**src/rtl/sdram_arbit_rr.sv**
```systemverilog
// sdram_arbit_rr: multi-channel SDRAM command arbiter.
// Runs initialisation after start, then grants one operation at a time.
// Refresh always wins. User channels are served round-robin.
// A watchdog aborts READ/WRITE/AREF when the end flag never arrives.
module sdram_arbit_rr #(
  parameter int NCH      = 4,
  parameter int CW       = 2,
  parameter int RD_FIRST = 1,
  parameter int TMO      = 1024,
  parameter int TW       = 11
) (
  input  logic           clk,
  input  logic           rstn,
  input  logic           start,
  input  logic           flag_init_end,
  input  logic           flag_rd_end,
  input  logic           flag_wr_end,
  input  logic           flag_ref_end,
  input  logic           ref_req,
  input  logic [NCH-1:0] rd_req,
  input  logic [NCH-1:0] wr_req,
  output logic           init_en,
  output logic           rd_en,
  output logic           wr_en,
  output logic           ref_en,
  output logic [NCH-1:0] gnt,
  output logic [CW-1:0]  gnt_id,
  output logic           tmo_err
);

  typedef enum logic [2:0] {
    IDLE  = 3'd0,
    INIT  = 3'd1,
    ARBIT = 3'd2,
    READ  = 3'd3,
    WRITE = 3'd4,
    AREF  = 3'd5
  } state_t;

  state_t         state_reg, state_next;
  logic [NCH-1:0] gnt_reg, gnt_next;
  logic [CW-1:0]  gnt_id_reg, gnt_id_next;
  logic [CW-1:0]  rr_reg, rr_next;
  logic [TW-1:0]  cnt_reg, cnt_next;
  logic           tmo_err_reg, tmo_err_next;

  // Requesting channels, and the subset at or above the rr pointer.
  logic [NCH-1:0] req_any;
  logic [NCH-1:0] req_hi;

  genvar gi;
  generate
    for (gi = 0; gi < NCH; gi++) begin : g_req
      assign req_any[gi] = rd_req[gi] | wr_req[gi];
      assign req_hi[gi]  = req_any[gi] & (CW'(gi) >= rr_reg);
    end
  endgenerate

  // Round-robin pick: lowest requester at/after the pointer, else wrap to lowest overall.
  logic          req_found;
  logic [CW-1:0] pick;
  always_comb begin
    req_found = |req_any;
    pick      = '0;
    if (|req_hi) begin
      for (int j = NCH - 1; j >= 0; j--) begin
        if (req_hi[j]) pick = CW'(j);
      end
    end else begin
      for (int j = NCH - 1; j >= 0; j--) begin
        if (req_any[j]) pick = CW'(j);
      end
    end
  end

  // Read/write decision for the picked channel, honouring the tie-break.
  logic pick_rd;
  logic pick_wr;
  logic go_read;
  always_comb begin
    pick_rd = rd_req[pick];
    pick_wr = wr_req[pick];
    if (RD_FIRST != 0) go_read = pick_rd;
    else               go_read = pick_rd & ~pick_wr;
  end

  // Watchdog expiry on the last allowed cycle of an operation.
  logic tmo_hit;
  assign tmo_hit = (TMO != 0) && (cnt_reg == TW'(TMO - 1));

  // Next-state logic; grant, pointer and watchdog updates ride along with transitions.
  always_comb begin
    state_next   = state_reg;
    gnt_next     = gnt_reg;
    gnt_id_next  = gnt_id_reg;
    rr_next      = rr_reg;
    cnt_next     = cnt_reg;
    tmo_err_next = 1'b0;
    case (state_reg)
      IDLE: begin
        if (start) state_next = INIT;
      end
      INIT: begin
        if (flag_init_end) state_next = ARBIT;
      end
      ARBIT: begin
        cnt_next = '0;
        gnt_next = '0;
        if (ref_req) begin
          state_next = AREF;
        end else if (req_found) begin
          state_next  = go_read ? READ : WRITE;
          gnt_next    = NCH'(1) << pick;
          gnt_id_next = pick;
          rr_next     = (pick == CW'(NCH - 1)) ? '0 : pick + CW'(1);
        end
      end
      READ, WRITE, AREF: begin
        if ((state_reg == READ  && flag_rd_end) ||
            (state_reg == WRITE && flag_wr_end) ||
            (state_reg == AREF  && flag_ref_end)) begin
          state_next = ARBIT;
          gnt_next   = '0;
          cnt_next   = '0;
        end else if (tmo_hit) begin
          state_next   = ARBIT;
          gnt_next     = '0;
          cnt_next     = '0;
          tmo_err_next = 1'b1;
        end else begin
          cnt_next = cnt_reg + TW'(1);
        end
      end
      default: begin
        state_next = IDLE;
        gnt_next   = '0;
        cnt_next   = '0;
      end
    endcase
  end

  // State and datapath registers with asynchronous reset.
  always_ff @(posedge clk or negedge rstn) begin
    if (!rstn) begin
      state_reg   <= IDLE;
      gnt_reg     <= '0;
      gnt_id_reg  <= '0;
      rr_reg      <= '0;
      cnt_reg     <= '0;
      tmo_err_reg <= 1'b0;
    end else begin
      state_reg   <= state_next;
      gnt_reg     <= gnt_next;
      gnt_id_reg  <= gnt_id_next;
      rr_reg      <= rr_next;
      cnt_reg     <= cnt_next;
      tmo_err_reg <= tmo_err_next;
    end
  end

  assign init_en = (state_reg == INIT);
  assign rd_en   = (state_reg == READ);
  assign wr_en   = (state_reg == WRITE);
  assign ref_en  = (state_reg == AREF);
  assign gnt     = gnt_reg;
  assign gnt_id  = gnt_id_reg;
  assign tmo_err = tmo_err_reg;

endmodule

```
**config.mk**
```make
export PLATFORM = sky130hd
export DESIGN_NAME = sdram_arbit_rr
export DESIGN_NICKNAME = d
export VERILOG_FILES = /design/src/rtl/sdram_arbit_rr.sv
export SDC_FILE = /design/constraint.sdc
export NUM_CORES = 1
export LEC_CHECK = 0
export BUFFER_PORTS_ARGS = -buffer_cell sky130_fd_sc_hd__buf_2
export CORE_MARGIN = 8
export CORE_UTILIZATION = 31
export CTS_CLUSTER_DIAMETER = 120
export DETAILED_ROUTE_END_ITERATION = 10
export GPL_TIMING_DRIVEN = 0
export PLACE_DENSITY = 0.54
export SETUP_SLACK_MARGIN = 0.05
export SLEW_MARGIN = 20
export SYNTH_ARGS = -nofsm -noshare
export SYNTH_HDL_FRONTEND = slang
export SYNTH_SLANG_ARGS = --single-unit
```
**constraint.sdc**
```tcl
create_clock -name clk -period 3.59 [get_ports clk]
set_clock_uncertainty 0.1 [all_clocks]
set_input_delay 0 -clock clk [delete_from_list [all_inputs] [get_ports clk]]
set_output_delay 0 -clock clk [all_outputs]
set_load 0.01 [all_outputs]
```
# Yosys cells after proc, flatten, opt, wreduce, memory -nomap -nowiden
# Cells that the tools add are included.
dict set report totals {
  ff_bits 23
  latchBits 0
  ram_bits 0
  mem_bits_ro 0
  output_inout_bits 11
  elab_cells 79
  memories 0
}
dict set report op_classes {
  n_addsub 2
  multipliers 0
  div_mod_pow 0
  magnitude_cmp 5
  eq_ne 11
  n_shift 1
  n_mux 31
  bitwise 10
  n_reduce_logical 13
}
# op count
set op_table {}
lappend op_table {{$mux 11} 2}
lappend op_table {{$pmux 11 s2} 1}
lappend op_table {{$mux 3} 7}
lappend op_table {{$mux 2} 10}
lappend op_table {{$mux 4} 4}
lappend op_table {{$pmux 3 s4} 1}
lappend op_table {{$pmux 4 s3} 1}
lappend op_table {{$add 11x1->11 const B} 1}
lappend op_table {{$eq 11x10->1 const B} 1}
lappend op_table {{$reduce_or 4->1} 2}
lappend op_table {{$eq 3x2->1 const B} 2}
lappend op_table {{$eq 3x3->1 const B} 2}
lappend op_table {{$ne 3x3->1 const B} 2}
lappend op_table {{$and 1x1->1} 4}
lappend op_table {{$ge 1x2->1 const A} 2}
lappend op_table {{$ge 2x2->1 const A} 2}
lappend op_table {{$mux 1} 4}
lappend op_table {{$ne 2x2->1 const B} 2}
lappend op_table {{$or 1x1->1} 4}
lappend op_table {{$reduce_and 4->1} 1}
lappend op_table {{$shl 1x2->4 const A} 1}
lappend op_table {{$eq 3x1->1 const B} 1}
lappend op_table {{$logic_and 1x1->1} 3}
lappend op_table {{$logic_not 3->1} 1}
lappend op_table {{other kinds (10)} 12}

# Depth between registers and ports, before layout
dict set report logic_depth {
  ltp_word 13
  ltp_mapped 7
  depth_no_buf 7
}

# Least setup slack after synthesis
# Ideal clock, no wire load.
dict set report synth_path {
  path_kind {register to register}
  start {register cnt_reg[0]}
  end {register gnt_reg[0], in the netlist gnt[0]}
  arrival_time_ns 1.643
  t_required_ns 3.369
  path_slack_ns 1.726
  path_stages_with_launch 8
  n_path_buf 1
  period_less_slack_ns 1.864
  cell_sequence {dfrtp_1 > ha_1 > nand3_1 > nor4_4 > or2_0 > buf_4 > nand2_2 > a22o_1}
}
dict set report synth_via {
  elab_chain_cells 3
}
# item line
set synth_rtl {}
lappend synth_rtl {{from (decl)} 44} ;# logic [TW-1:0] cnt_reg, cnt_next;
lappend synth_rtl {{from (signal assigned)} 156} ;# cnt_reg <= cnt_next;
lappend synth_rtl {{$eq 11x10->1} 89} ;# assign tmo_hit = (TMO != 0) && (cnt_reg == TW'(TMO - 1));
lappend synth_rtl {{$ne 3x3->1 (no line)} n/a}
lappend synth_rtl {{$reduce_and 2->1 (no line)} n/a}
lappend synth_rtl {{to (signal assigned)} 153} ;# gnt_reg <= gnt_next;
lappend synth_rtl {{to (decl)} 41} ;# logic [NCH-1:0] gnt_reg, gnt_next;
# No other way between the ends.
# A chain may end at the register's enable or synchronous reset.

# Worst setup path after layout
dict set report layout_path {
  start {register cnt_reg[0]}
  end {register gnt_reg[3], in the netlist gnt[3]}
}
# Same word-level chain as after synthesis.

==> flow_metrics.py <==
metrics = {
    "synth": {
        "synth_nets": 180,
        "synth-edff-count": 0,
        "synth_cell_types": 53,
        "ys_seq_area_share_pct": 38.0,
        "synth-seq-cells": 23,
        "synth_top_flop_cell": "dfrtp_1",
        "async_reset_ff_share_pct": 100,
        "yosys_warnings": 0,
        "avgSynthCellArea_um2": 9.54,
        "netlist_area_mm2": 0.00152,
        "syn_inst": 159,
    },
    "run": {
        "drv_cap": 0,
    },
    "timing": {
        "relSlewSlack_pct": 60.9,
        "fmax_mhz": 472,
        "drv_slew": 0,
        "finalSetupViolations": 0,
        "hold_violations": 0,
        "tightest_slew_ns": 0.585,
        "post-route-min-period_ns": 2.12,
        "rsz0062_at_grt": "no",
        "tns_ns": 0,
        "fin_crit_sh_pct": 59.0,
    },
    "setup_path": {
        "arrival_ns": 2.18,
        "critical_path_class": "register to register",
        "end_kind": "register",
        "crit_required_ns": 3.65,
        "path_max_fanout": 7,
        "start_kind": "register",
    },
    "clocking": {
        "cts_sinks": 23,
        "clock_latency_ns": 0.27,
        "numCtsBuffers": 3,
        "cts_htree_levels": 1,
        "cts_tree": "yes",
        "cts_root_buffer": "clkbuf_8",
        "post-cts-setup-buffers": 0,
        "cts_resized": 0,
        "cts.clk_slew.worst_paths_ns": 0.09,
        "ctsLongestPathBuffers": 2,
    },
    "floorplan": {
        "num_io_pins": 27,
        "dieArea_mm2": 0.00739,
        "die_h_um": 85.9,
        "die_w_um": 85.9,
        "num_rows": 25,
        "initial_core_util_pct": 32.1,
        "coreArea_mm2": 0.00472,
    },
    "detailed_routing": {
        "viasPerCell": 5.15,
        "drc": 0,
        "drtIter0Drc": 50,
        "wirelength_um": 3460,
        "wl_per_cell_um": 13.4,
        "ant_nets": 0,
        "drt_pass1_iterations": 4,
        "num_vias": 1329,
    },
    "global_route": {
        "grt_use_total_pct": 10.2,
        "grt_pass1_vias": 1285,
        "grt_max_degree": 24,
        "grt_overflow_total": 0,
        "antenna_found_initial": 0,
        "grt_pass1_wl_um": 6130,
    },
    "placed_design": {
        "globalplace.congestion": 0.816,
        "port_buffers": 26,
        "dp_hpwl_um": 2610,
    },
    "power": {
        "powerDensity_mw_per_mm2": 670,
        "p_leak_nw": 0.806,
        "peakVddDrop_mv": 0.357,
    },
    "layout": {
        "largest_reg_flops": 11,
        "area_growth_pct": 18.5,
        "fin_util_pct": 38.0,
        "mostFrequentLayoutCells": "28 x buf_2, 23 x dfrtp_1, 18 x nand2_1",
        "diodes": 0,
        "n_fill_cell": 487,
        "drive_gt1_share_pct": 26.2,
        "layout_commonest_cell": "buf_2",
        "finalNetCount": 213,
    },
    "hold_path": {
        "min-delay-path-class": "input pin to register",
    },
    "run_status": {
        "status": "finished clean",
    },
}
[per-stage QoR]
stage / total power, mW / std cells / worst slack [ns] / hold slack [ns] / cell area (um^2)
global placement: 1.05 / 252 / 1.48 / -0.0793 / 1730
floorplan: 0.876 / 159 / 1.73 / -0.396 / 1520
detailed placement: 1.05 / 252 / 1.47 / -0.0758 / 1730
global route: 1.32 / 258 / 1.28 / 0.0663 / 1800
finish: 1.20 / 258 / 1.47 / 0.0308 / 1800
CTS: 1.22 / 258 / 1.46 / 0.0276 / 1800
[per-layer routing]
metal  share of wire (%)  global-route usage (%)  vias to the layer above
li1                    -                       -                      660
met1                  48                    13.0                      635
met2                  45                    15.7                       30
met3                 5.2                    2.48                        4
met4                 1.5                    4.30                        0
met5                   0                       0                        -
[where the power goes]
| group | total, mW | internal (mW) | switching, mW |
|---|---|---|---|
| registers | 0.368 | 0.320 | 0.0479 |
| logic | 0.672 | 0.296 | 0.376 |
| clock network | 0.165 | 0.0776 | 0.0874 |
[cell type report]
| class | instances | area [um^2] | area share [%] |
|---|---|---|---|
| buffer | 6 | 43.8 | 2.44 |
| clock buffer | 3 | 41.3 | 2.30 |
| clock inverter | 1 | 5.00 | 0.279 |
| inverter | 7 | 26.3 | 1.46 |
| multi-input combinational | 123 | 871 | 48.5 |
| sequential | 23 | 576 | 32.0 |
| tap | 67 | 83.8 | 4.67 |
| timing repair buffer | 28 | 150 | 8.36 |
[what timing repair did]
item,in CTS,in global routing
endpoints found under the hold margin,25,0
hold buffers,2,0
setup endpoints to repair,0,0
[worst max-delay path, stage by stage (launching register included)]
cell	delay [ns]
dfrtp_1	0.38
ha_1	0.21
nand3_1	0.19
nor4_4	0.47
or2_0	0.16
buf_4	0.15
nand2_2	0.09
a22o_1	0.26
[cell families after synthesis]
family | Yosys count | synth area share, %
and+or+nand+nor | 62 | 23.5
AOI/OAI and AO/OA | 51 | 26.0
DFF | 23 | 38.0
buffers and inverters | 13 | 4.62
muxes | 5 | 3.80
adders and majority gates | 5 | 4.13
[worst paths after layout]
path                                  from           end  slack (ns)  cells past startpoint
worst max-delay path            cnt_reg[0]        gnt[3]        1.47                      7
worst min-delay path             wr_req[3]  state_reg[2]        0.03                      4
worst max register to register  cnt_reg[0]        gnt[3]        1.47                      7
worst min register to register   gnt_id[0]     gnt_id[0]        0.41                      1
max in group asynchronous             rstn    cnt_reg[0]        2.90                      2
min in group asynchronous             rstn  state_reg[1]        0.14                      2
[Yosys cell counts, types with 2 or more instances]
cell,n,area [um^2]
a21o_1,2,15.0
a21oi_1,3,15.0
a22o_1,5,43.8
and3_1,2,12.5
buf_2,2,10.0
buf_4,3,22.5
dfrtp_1,23,576
ha_1,5,62.6
inv_1,7,26.3
mux2_2,2,22.5
mux2i_1,2,20.0
nand2_1,18,67.6
nand3_1,5,25.0
nand4_1,2,12.5
nor2_1,15,56.3
nor3_1,6,30.0
nor3b_1,2,15.0
o2111ai_1,2,17.5
o21a_1,2,15.0
o21ai_0,14,70.1
o21bai_1,2,15.0
o31ai_1,3,22.5
o32a_1,2,20.0
Note: power is estimated with default switching activity, not from simulation.
